[config.mk]
export PLATFORM = sky130hd
export DESIGN_NAME = bin_video_source
export DESIGN_NICKNAME = d
export VERILOG_FILES = /design/src/rtl/bin_video_pkg.sv /design/src/rtl/bin_video_timing.sv /design/src/rtl/bin_video_source.sv
export SDC_FILE = /design/constraint.sdc
export NUM_CORES = 1
export LEC_CHECK = 0
export ABC_AREA = 1
export BUFFER_PORTS_ARGS = -buffer_cell sky130_fd_sc_hd__buf_2
export CORE_MARGIN = 1.5
export CORE_UTILIZATION = 40
export CTS_CLUSTER_SIZE = 25
export DETAILED_ROUTE_END_ITERATION = 8
export PLACE_DENSITY = 0.53
export SKIP_CTS_REPAIR_TIMING = 1
export SKIP_LAST_GASP = 1
export SYNTH_ARGS = -nofsm -noshare
export SYNTH_HDL_FRONTEND = slang
export SYNTH_HIERARCHICAL = 1
export SYNTH_SLANG_ARGS = --single-unit
[constraint.sdc]
create_clock -name sys_clk -period 2.9 [get_ports sys_clk]
set_input_delay 0.29 -clock sys_clk [delete_from_list [all_inputs] [get_ports sys_clk]]
set_output_delay 0.29 -clock sys_clk [all_outputs]
set_load 0.01 [all_outputs]
[src/rtl/bin_video_pkg.sv]
// Shared types and helpers for the binary video source: FSM states, pattern codes,
// frame geometry and counter-width functions.
package bin_video_pkg;

  typedef enum logic [1:0] {
    ST_IDLE   = 2'd0,
    ST_VBLANK = 2'd1,
    ST_ACTIVE = 2'd2,
    ST_HBLANK = 2'd3
  } state_t;

  localparam logic [1:0] PAT_ZERO  = 2'd0;
  localparam logic [1:0] PAT_CHECK = 2'd1;
  localparam logic [1:0] PAT_BOX   = 2'd2;
  localparam logic [1:0] PAT_GRID  = 2'd3;

  function automatic int line_slots(input int hdisp, input int hblank);
    return hdisp + hblank;
  endfunction

  function automatic int vblank_slots(input int vblank, input int lt);
    return vblank * lt;
  endfunction

  function automatic int frame_lines(input int vblank, input int vdisp);
    return vblank + vdisp;
  endfunction

  // A counter for n states never gets narrower than one bit.
  function automatic int cnt_w(input int n);
    return (n > 1) ? $clog2(n) : 1;
  endfunction

endpackage

[src/rtl/bin_video_timing.sv]
// Frame timing FSM with clock-divider, blank-slot, pixel (x) and line (y) counters.
// Exports the state, coordinates, slot-start strobe and frame start/end events.
module bin_video_timing
  import bin_video_pkg::*;
#(
  parameter int IMG_HDISP = 640,
  parameter int IMG_VDISP = 480,
  parameter int H_BLANK   = 160,
  parameter int V_BLANK   = 45,
  parameter int CLK_DIV   = 2
) (
  input  logic                          sys_clk,
  input  logic                          sys_rst_n,
  input  logic                          enable,
  output state_t                        state,
  output logic [cnt_w(IMG_HDISP)-1:0]   x,
  output logic [cnt_w(IMG_VDISP)-1:0]   y,
  output logic                          slot_start,
  output logic                          act_start_next,
  output logic                          frame_start,
  output logic                          frame_end
);

  localparam int LT   = line_slots(IMG_HDISP, H_BLANK);
  localparam int VBS  = vblank_slots(V_BLANK, LT);
  localparam int BMAX = (VBS > H_BLANK) ? VBS : H_BLANK;
  localparam int DW   = cnt_w(CLK_DIV);
  localparam int XW   = cnt_w(IMG_HDISP);
  localparam int YW   = cnt_w(IMG_VDISP);
  localparam int BW   = cnt_w(BMAX);
  localparam state_t START_ST = (V_BLANK == 0) ? ST_ACTIVE : ST_VBLANK;

  state_t          state_d;
  logic [DW-1:0]   div, div_d;
  logic [BW-1:0]   blank, blank_d;
  logic [XW-1:0]   x_d;
  logic [YW-1:0]   y_d;
  logic            slot_end, line_done, end_d;

  always_comb begin
    state_d     = state;
    div_d       = div;
    blank_d     = blank;
    x_d         = x;
    y_d         = y;
    line_done   = 1'b0;
    end_d       = 1'b0;
    frame_start = 1'b0;
    slot_end    = (div == DW'(CLK_DIV - 1));

    if (state != ST_IDLE) div_d = slot_end ? '0 : div + 1'b1;

    case (state)
      ST_IDLE: begin
        if (enable) begin
          frame_start = 1'b1;
          state_d     = START_ST;
        end
      end
      ST_VBLANK: begin
        if (slot_end) begin
          if (blank == BW'(VBS - 1)) begin
            blank_d = '0;
            state_d = ST_ACTIVE;
          end else begin
            blank_d = blank + 1'b1;
          end
        end
      end
      ST_ACTIVE: begin
        if (slot_end) begin
          if (x == XW'(IMG_HDISP - 1)) begin
            x_d = '0;
            if (H_BLANK != 0) state_d = ST_HBLANK;
            else              line_done = 1'b1;
          end else begin
            x_d = x + 1'b1;
          end
        end
      end
      ST_HBLANK: begin
        if (slot_end) begin
          if (blank == BW'(H_BLANK - 1)) begin
            blank_d   = '0;
            line_done = 1'b1;
          end else begin
            blank_d = blank + 1'b1;
          end
        end
      end
      default: state_d = ST_IDLE;
    endcase

    // Enable is only looked at on the frame boundary, so a frame is never cut short.
    if (line_done) begin
      if (y == YW'(IMG_VDISP - 1)) begin
        y_d   = '0;
        end_d = 1'b1;
        if (enable) begin
          frame_start = 1'b1;
          state_d     = START_ST;
        end else begin
          state_d = ST_IDLE;
        end
      end else begin
        y_d     = y + 1'b1;
        state_d = ST_ACTIVE;
      end
    end
  end

  always_ff @(posedge sys_clk or negedge sys_rst_n) begin
    if (!sys_rst_n) begin
      state     <= ST_IDLE;
      div       <= '0;
      blank     <= '0;
      x         <= '0;
      y         <= '0;
      frame_end <= 1'b0;
    end else begin
      state     <= state_d;
      div       <= div_d;
      blank     <= blank_d;
      x         <= x_d;
      y         <= y_d;
      frame_end <= end_d;
    end
  end

  assign slot_start     = (state != ST_IDLE) && (div == '0);
  assign act_start_next = (state_d == ST_ACTIVE) && (div_d == '0);

endmodule

[src/rtl/bin_video_source.sv]
// Binary video source: registered frame timing outputs plus a pattern or external pixel.
// Define BIN_VIDEO_SOURCE_EXT_PIXEL_EN to take pixels from ext_pix_bit instead of patterns.
module bin_video_source
  import bin_video_pkg::*;
#(
  parameter int IMG_HDISP = 640,
  parameter int IMG_VDISP = 480,
  parameter int H_BLANK   = 160,
  parameter int V_BLANK   = 45,
  parameter int CLK_DIV   = 2
) (
  input  logic       sys_clk,
  input  logic       sys_rst_n,
  input  logic       enable,
  input  logic [1:0] pattern_sel,
  output logic       post_frame_vsync,
  output logic       post_frame_href,
  output logic       post_frame_clken,
  output logic       post_img_Bit,
  output logic       frame_done
`ifdef BIN_VIDEO_SOURCE_EXT_PIXEL_EN
  ,
  input  logic       ext_pix_bit,
  output logic       ext_pix_req
`endif
);

  localparam int XW = cnt_w(IMG_HDISP);
  localparam int YW = cnt_w(IMG_VDISP);

  state_t        state;
  logic [XW-1:0] x;
  logic [YW-1:0] y;
  logic          slot_start, act_start_next, frame_start, frame_end;

  bin_video_timing #(
    .IMG_HDISP (IMG_HDISP),
    .IMG_VDISP (IMG_VDISP),
    .H_BLANK   (H_BLANK),
    .V_BLANK   (V_BLANK),
    .CLK_DIV   (CLK_DIV)
  ) u_timing (
    .sys_clk        (sys_clk),
    .sys_rst_n      (sys_rst_n),
    .enable         (enable),
    .state          (state),
    .x              (x),
    .y              (y),
    .slot_start     (slot_start),
    .act_start_next (act_start_next),
    .frame_start    (frame_start),
    .frame_end      (frame_end)
  );

  // Coordinates are widened so pattern bits [3:0] exist even for tiny test images.
  function automatic logic pat_bit(input logic [1:0] sel, input logic [15:0] px,
                                   input logic [15:0] py);
    case (sel)
      PAT_CHECK: return px[3] ^ py[3];
      PAT_BOX:   return (px >= 16'(IMG_HDISP / 4)) && (px < 16'(3 * IMG_HDISP / 4)) &&
                        (py >= 16'(IMG_VDISP / 4)) && (py < 16'(3 * IMG_VDISP / 4));
      PAT_GRID:  return (px[3:0] == 4'd0) || (py[3:0] == 4'd0);
      default:   return 1'b0;
    endcase
  endfunction

  logic active;
  assign active = (state == ST_ACTIVE);

`ifndef BIN_VIDEO_SOURCE_EXT_PIXEL_EN
  logic [1:0] pat;
`endif

  // Outputs lag the timing state by one register stage.
  always_ff @(posedge sys_clk or negedge sys_rst_n) begin
    if (!sys_rst_n) begin
      post_frame_vsync <= 1'b0;
      post_frame_href  <= 1'b0;
      post_frame_clken <= 1'b0;
      post_img_Bit     <= 1'b0;
      frame_done       <= 1'b0;
`ifdef BIN_VIDEO_SOURCE_EXT_PIXEL_EN
      ext_pix_req      <= 1'b0;
`else
      pat              <= PAT_ZERO;
`endif
    end else begin
      post_frame_vsync <= active || (state == ST_HBLANK);
      post_frame_href  <= active;
      post_frame_clken <= active && slot_start;
      frame_done       <= frame_end;
`ifdef BIN_VIDEO_SOURCE_EXT_PIXEL_EN
      ext_pix_req      <= act_start_next;
      if (!active)         post_img_Bit <= 1'b0;
      else if (slot_start) post_img_Bit <= ext_pix_bit;
`else
      if (frame_start) pat <= pattern_sel;
      post_img_Bit <= active ? pat_bit(pat, 16'(x), 16'(y)) : 1'b0;
`endif
    end
  end

endmodule
== Word-level counts from Yosys, hierarchy flattened ==
Cells that the tools add are included.
Storage, ports and cells
  input bits: 5
  word-level logic and storage cells: 84
  register bits after elaboration: 46
  output and inout bits: 5
Operators by class
  bitwise logic cells: 2
  equal/unequal tests: 17
  $lt $le $gt $ge: 4
  add/subtract/negate cells: 4
  reduce and logical (&&, ||, !) cells: 16
  multiplexer cells: 29
Operator list (number)
  16-bit 2-to-1 mux: 4
  16-bit one-hot mux with 2 select lines: 1
  16-bit by 1-bit adder with 16-bit output (second input constant): 1
  16-bit == test (second input constant): 1
  16-bit by 8-bit == test with 1-bit output (second input constant): 1
  2-bit 2-to-1 mux: 7
  1-bit 2-to-1 mux: 13
  3-bit by 1-bit != test with 1-bit output (second input constant): 4
  10-bit by 1-bit adder with 10-bit output (second input constant): 1
  10-bit == test (second input constant): 1
  10-bit by 8-bit >= comparator with 1-bit output (second input constant): 1
  10-bit by 9-bit < comparator with 1-bit output (second input constant): 1
  10-bit 2-to-1 mux: 1
  9-bit by 1-bit adder with 9-bit output (second input constant): 1
  9-bit == test (second input constant): 1
  9-bit by 7-bit >= comparator with 1-bit output (second input constant): 1
  9-bit < comparator (second input constant): 1
  9-bit 2-to-1 mux: 1
  2-bit == test (second input constant): 4
  4-bit zero test: 2
  2-bit one-hot mux with 3 select lines: 1
  6-bit AND reduction: 1
  1-bit logical AND: 5
  2-bit by 1-bit == test with 1-bit output (second input constant): 2
  other kinds (12): 15

== Longest topological paths before layout ==
  word-level depth: 6
  depth in mapped cells: 10
  depth with buffers taken out: 10

== Modules after synthesis ==
The synthesis kept the hierarchy.
By module, submodules not included
  bin_video_timing: instances 1, cells an instance 293, area an instance 2227.1 um2, seq. area each 975.9 um2
  bin_video_source: instances 1, cells an instance 50, area an instance 365.4 um2, seq. area each 175.2 um2

== Worst setup path before layout ==
No wires, ideal clock.
  kind: register to register
  start point: register u_timing.blank[0]
  end point: register u_timing.y[8]
  data required time: 2.778 ns
  arrival: 1.299 ns
  setup time: 0.122 ns
  cell stages (with the launch flop): 9
  path buffers: 0
  clock period less this slack: 1.420 ns
  path slack: 1.480 ns
  cells stage by stage: dfrtp_1 > ha_1 > nand3_2 > nor2_4 > nand2_4 > nor3_4 > inv_2 > nand2_1 > o21ai_1
Between the ends
  cells in the longest elaborated chain, start to end: 4
Ends and longest elaborated chain
  from (decl): line bin_video_timing.sv:35  | logic [BW-1:0] blank, blank_d;
  from (signal assigned): line bin_video_timing.sv:123  | blank <= blank_d;
  16-bit by 8-bit == test with 1-bit output: line bin_video_timing.sv:83  | if (blank == BW'(H_BLANK - 1)) begin
  1-bit 2-to-1 mux: line bin_video_timing.sv:83
  1-bit 2-to-1 mux: line bin_video_timing.sv:82  | if (slot_end) begin
  1-bit 2-to-1 mux
  to (signal assigned): line bin_video_timing.sv:125  | y <= y_d;
  to (decl): line bin_video_timing.sv:17  | output logic [cnt_w(IMG_VDISP)-1:0] y,
Every way passes these cells.
A chain may end at the register's enable or synchronous reset.

== Worst setup path after layout ==
  start point: register u_timing.y[0]
  end point: register pat[1]
Between the ends
  cells in the longest elaborated chain, start to end: 3
Ends and longest elaborated chain
  9-bit == test: line bin_video_timing.sv:96  | if (y == YW'(IMG_VDISP - 1)) begin
  1-bit 2-to-1 mux: line bin_video_timing.sv:96
  1-bit 2-to-1 mux: line bin_video_timing.sv:95  | if (line_done) begin
  net frame_start: line bin_video_source.sv:34  | logic slot_start, act_start_next, frame_start, frame_end;
  to (signal assigned): line bin_video_source.sv:97  | if (frame_start) pat <= pattern_sel;
  to (decl): line bin_video_source.sv:71  | logic [1:0] pat;
The timed path passes the listed nets, and every way through them passes these cells.

==> key figures <==
Drt
  • Final antenna-violating net count: 0
  • Routed Wire Length: 5170 um
  • DRC: 0
  • Vias after detailed routing: 2,066
  • Initial DRC count: 118
  • Number of vias per cell: 4.75
  • DRT Pass-1 Iters: 4
  • Avg WL per Cell: 11.9 um

Floorplan
  • Core area: roughly 6300 um2
  • # IOs: 10
  • Die ar.: 6950 um2
  • Die height: 83.4 um
  • Effective utilization at floorplan: 41.1%
  • Die W: about 83 um
  • Cell row count: 29

Final layout
  • Ant. Diodes: 0
  • Layout cell share with drive strength beyond 1: 12.0%
  • Area Growth Syn to Fin: 11.1%
  • Design area: 2870 um2
  • Utilization after layout: 45.7%
  • Final #Nets: 366

Timing
  • Slew margin rel.: roughly 63%
  • Period Utilization, post-route: 58.5%
  • Fin crit period: 1.70 ns
  • Final setup TNS: 0 ns
  • Worst-margin pin slew: 0.555 ns
  • Fin. max-slew vios: 0
  • Hold_ws: -0.0269 ns
  • Clock skew after layout: approximately 0.0042 ns
  • Number of hold-slack violations in the final timing report: 24
  • Fmax: 589 MHz
  • RSZ-0062 raised after global routing: false
  • Setup violators final: 0

Power
  • Worst IR drop on VDD: 0.277 mV
  • P_leak: between 1 and 1.5 nW
  • Pwr/cell area: between 500 and 600 nW/um2
  • Final Power: 0.00158 W

Worst setup path
  • Crit path max fanout: 7
  • Worst setup SP type: flop
  • WP data required: 3.08 ns
  • R2R Path End: pat[1]
  • Reg2Reg Depth: 8
  • Worst r2r src: u_timing/y[0]
  • Critical path class: reg2reg
  • Reg-to-reg slack, setup: between 1 and 1.5 ns
  • Setup crit end kind: flop
  • CP arrival: 1.88 ns

CTS
  • Clock root buffer: clkbuf_8
  • H-tree depth: 2
  • CTS tree: done
  • Max clock buf depth: 2
  • CTS clk-pin slew, worst paths: 0.09 ns
  • # clock sinks: 46
  • Inserted Clock Buffers: 5
  • Worst-Skew Late Latency: 0.29 ns

Placement
  • PortBufs: 9
  • Hpwl dp: 3890 um
  • Post-DP Area: 2730 um2
  • Final Wtd Congestion: ~0.83

Synth
  • Syn Area/Cell: 7.57 um2
  • Mapped Area: 2580 um2
  • Ys Warns: 6
  • Syn Nets: 350
  • Cell count after synthesis: 341

Job
  • Max Cap Viol: 0

Global route
  • Gr ovfl total: 0
  • First-pass GRT wire length: 9570 um
  • GR Util All Layers: 16.9%
  • Vias in the first global route: a little over 2,000
  • Initial antenna violation count: 0
  • Pin count of the biggest net entering global routing: 26

Status
  • Failing checks: negative hold slack
  • Outcome: finished with violations

Min path
  • Tightest Hold Check Type: in2async
[cells in the final DEF (no fill, tap or decap), drive strengths merged, types with 5 or more instances in the layout]
| cell type | count |
|---|---|
| a21oi | 9 |
| buf | 10 |
| clkbuf | 6 |
| dfrtp | 46 |
| inv | 55 |
| nand2 | 90 |
| nand3 | 21 |
| nand4 | 10 |
| nor2 | 53 |
| nor3 | 10 |
| o21ai | 17 |
| xnor2 | 5 |
| xor2 | 9 |
[area by class of cell]
cell class / instances / area, um2
repair buffers: 10 / 52.6
inverters: 55 / 206
fillers: 645 / 3410
multi-input cells: 239 / 1220
clock buffers: 6 / 82.6
clock inverters: 2 / 60.1
well taps: 77 / 96.3
flip-flops and latches: 46 / 1150
[registers in the layout, indices dropped and copies added, names as in the netlist]
name and cells:
post_frame_href 1, frame_done 1, u_timing/frame_end 1, pat 2, u_timing/div 1, post_frame_vsync 1
u_timing/state 2, u_timing/blank 16, u_timing/y 9, post_frame_clken 1, u_timing/x 10, post_img_Bit 1
[worst max-delay path, stage by stage, from the launching register on]
cell and delay, ns:
dfrtp_1 0.42, ha_1 0.22, nand2_1 0.09, nor2_1 0.15, inv_1 0.10, nor2_4 0.22
nand4_1 0.15, nand2_1 0.13, o21ai_0 0.09
[where the power goes]
part | switching [W] | total, W | leakage [nW] | internal, W
Combinational | 0.000158 | 0.000238 | 0.703 | 0.0000796
Sequential | 0.0000552 | 0.000755 | 0.622 | 0.000700
Clock | 0.000221 | 0.000589 | 0.0714 | 0.000368
Total | 0.000434 | 0.00158 | 1.40 | 0.00115
[layer usage]
layer	track usage [%]	wire length (um)	up-vias
met5	0	0	-
met2	26.1	2180	22
met3	3.08	120	4
li1	-	-	1107
met1	24.9	2830	933
met4	3.64	41	0
[how the worst max path moves through the flow]
stage                                  from       endpoint  slack (ns)  cells past startpoint
final                         u_timing/y[0]         pat[1]        1.20                      8
after global routing          u_timing/y[0]         pat[1]        1.02                      8
after CTS                     u_timing/y[0]         pat[0]        1.22                      8
after detailed placement      u_timing/y[0]         pat[0]        1.24                      8
after global placement        u_timing/y[0]         pat[0]        1.28                      8
after floorplan           u_timing/blank[0]  u_timing/y[8]        1.48                      8
[per-stage QoR]
step	cells	worst slack, ns
6_report	435	1.20
5_1_grt	435	1.02
4_1_cts	435	1.22
3_5_place_dp	427	1.24
3_3_place_gp	427	1.28
2_1_floorplan	341	1.48
Power figures use the tool's default switching activity.
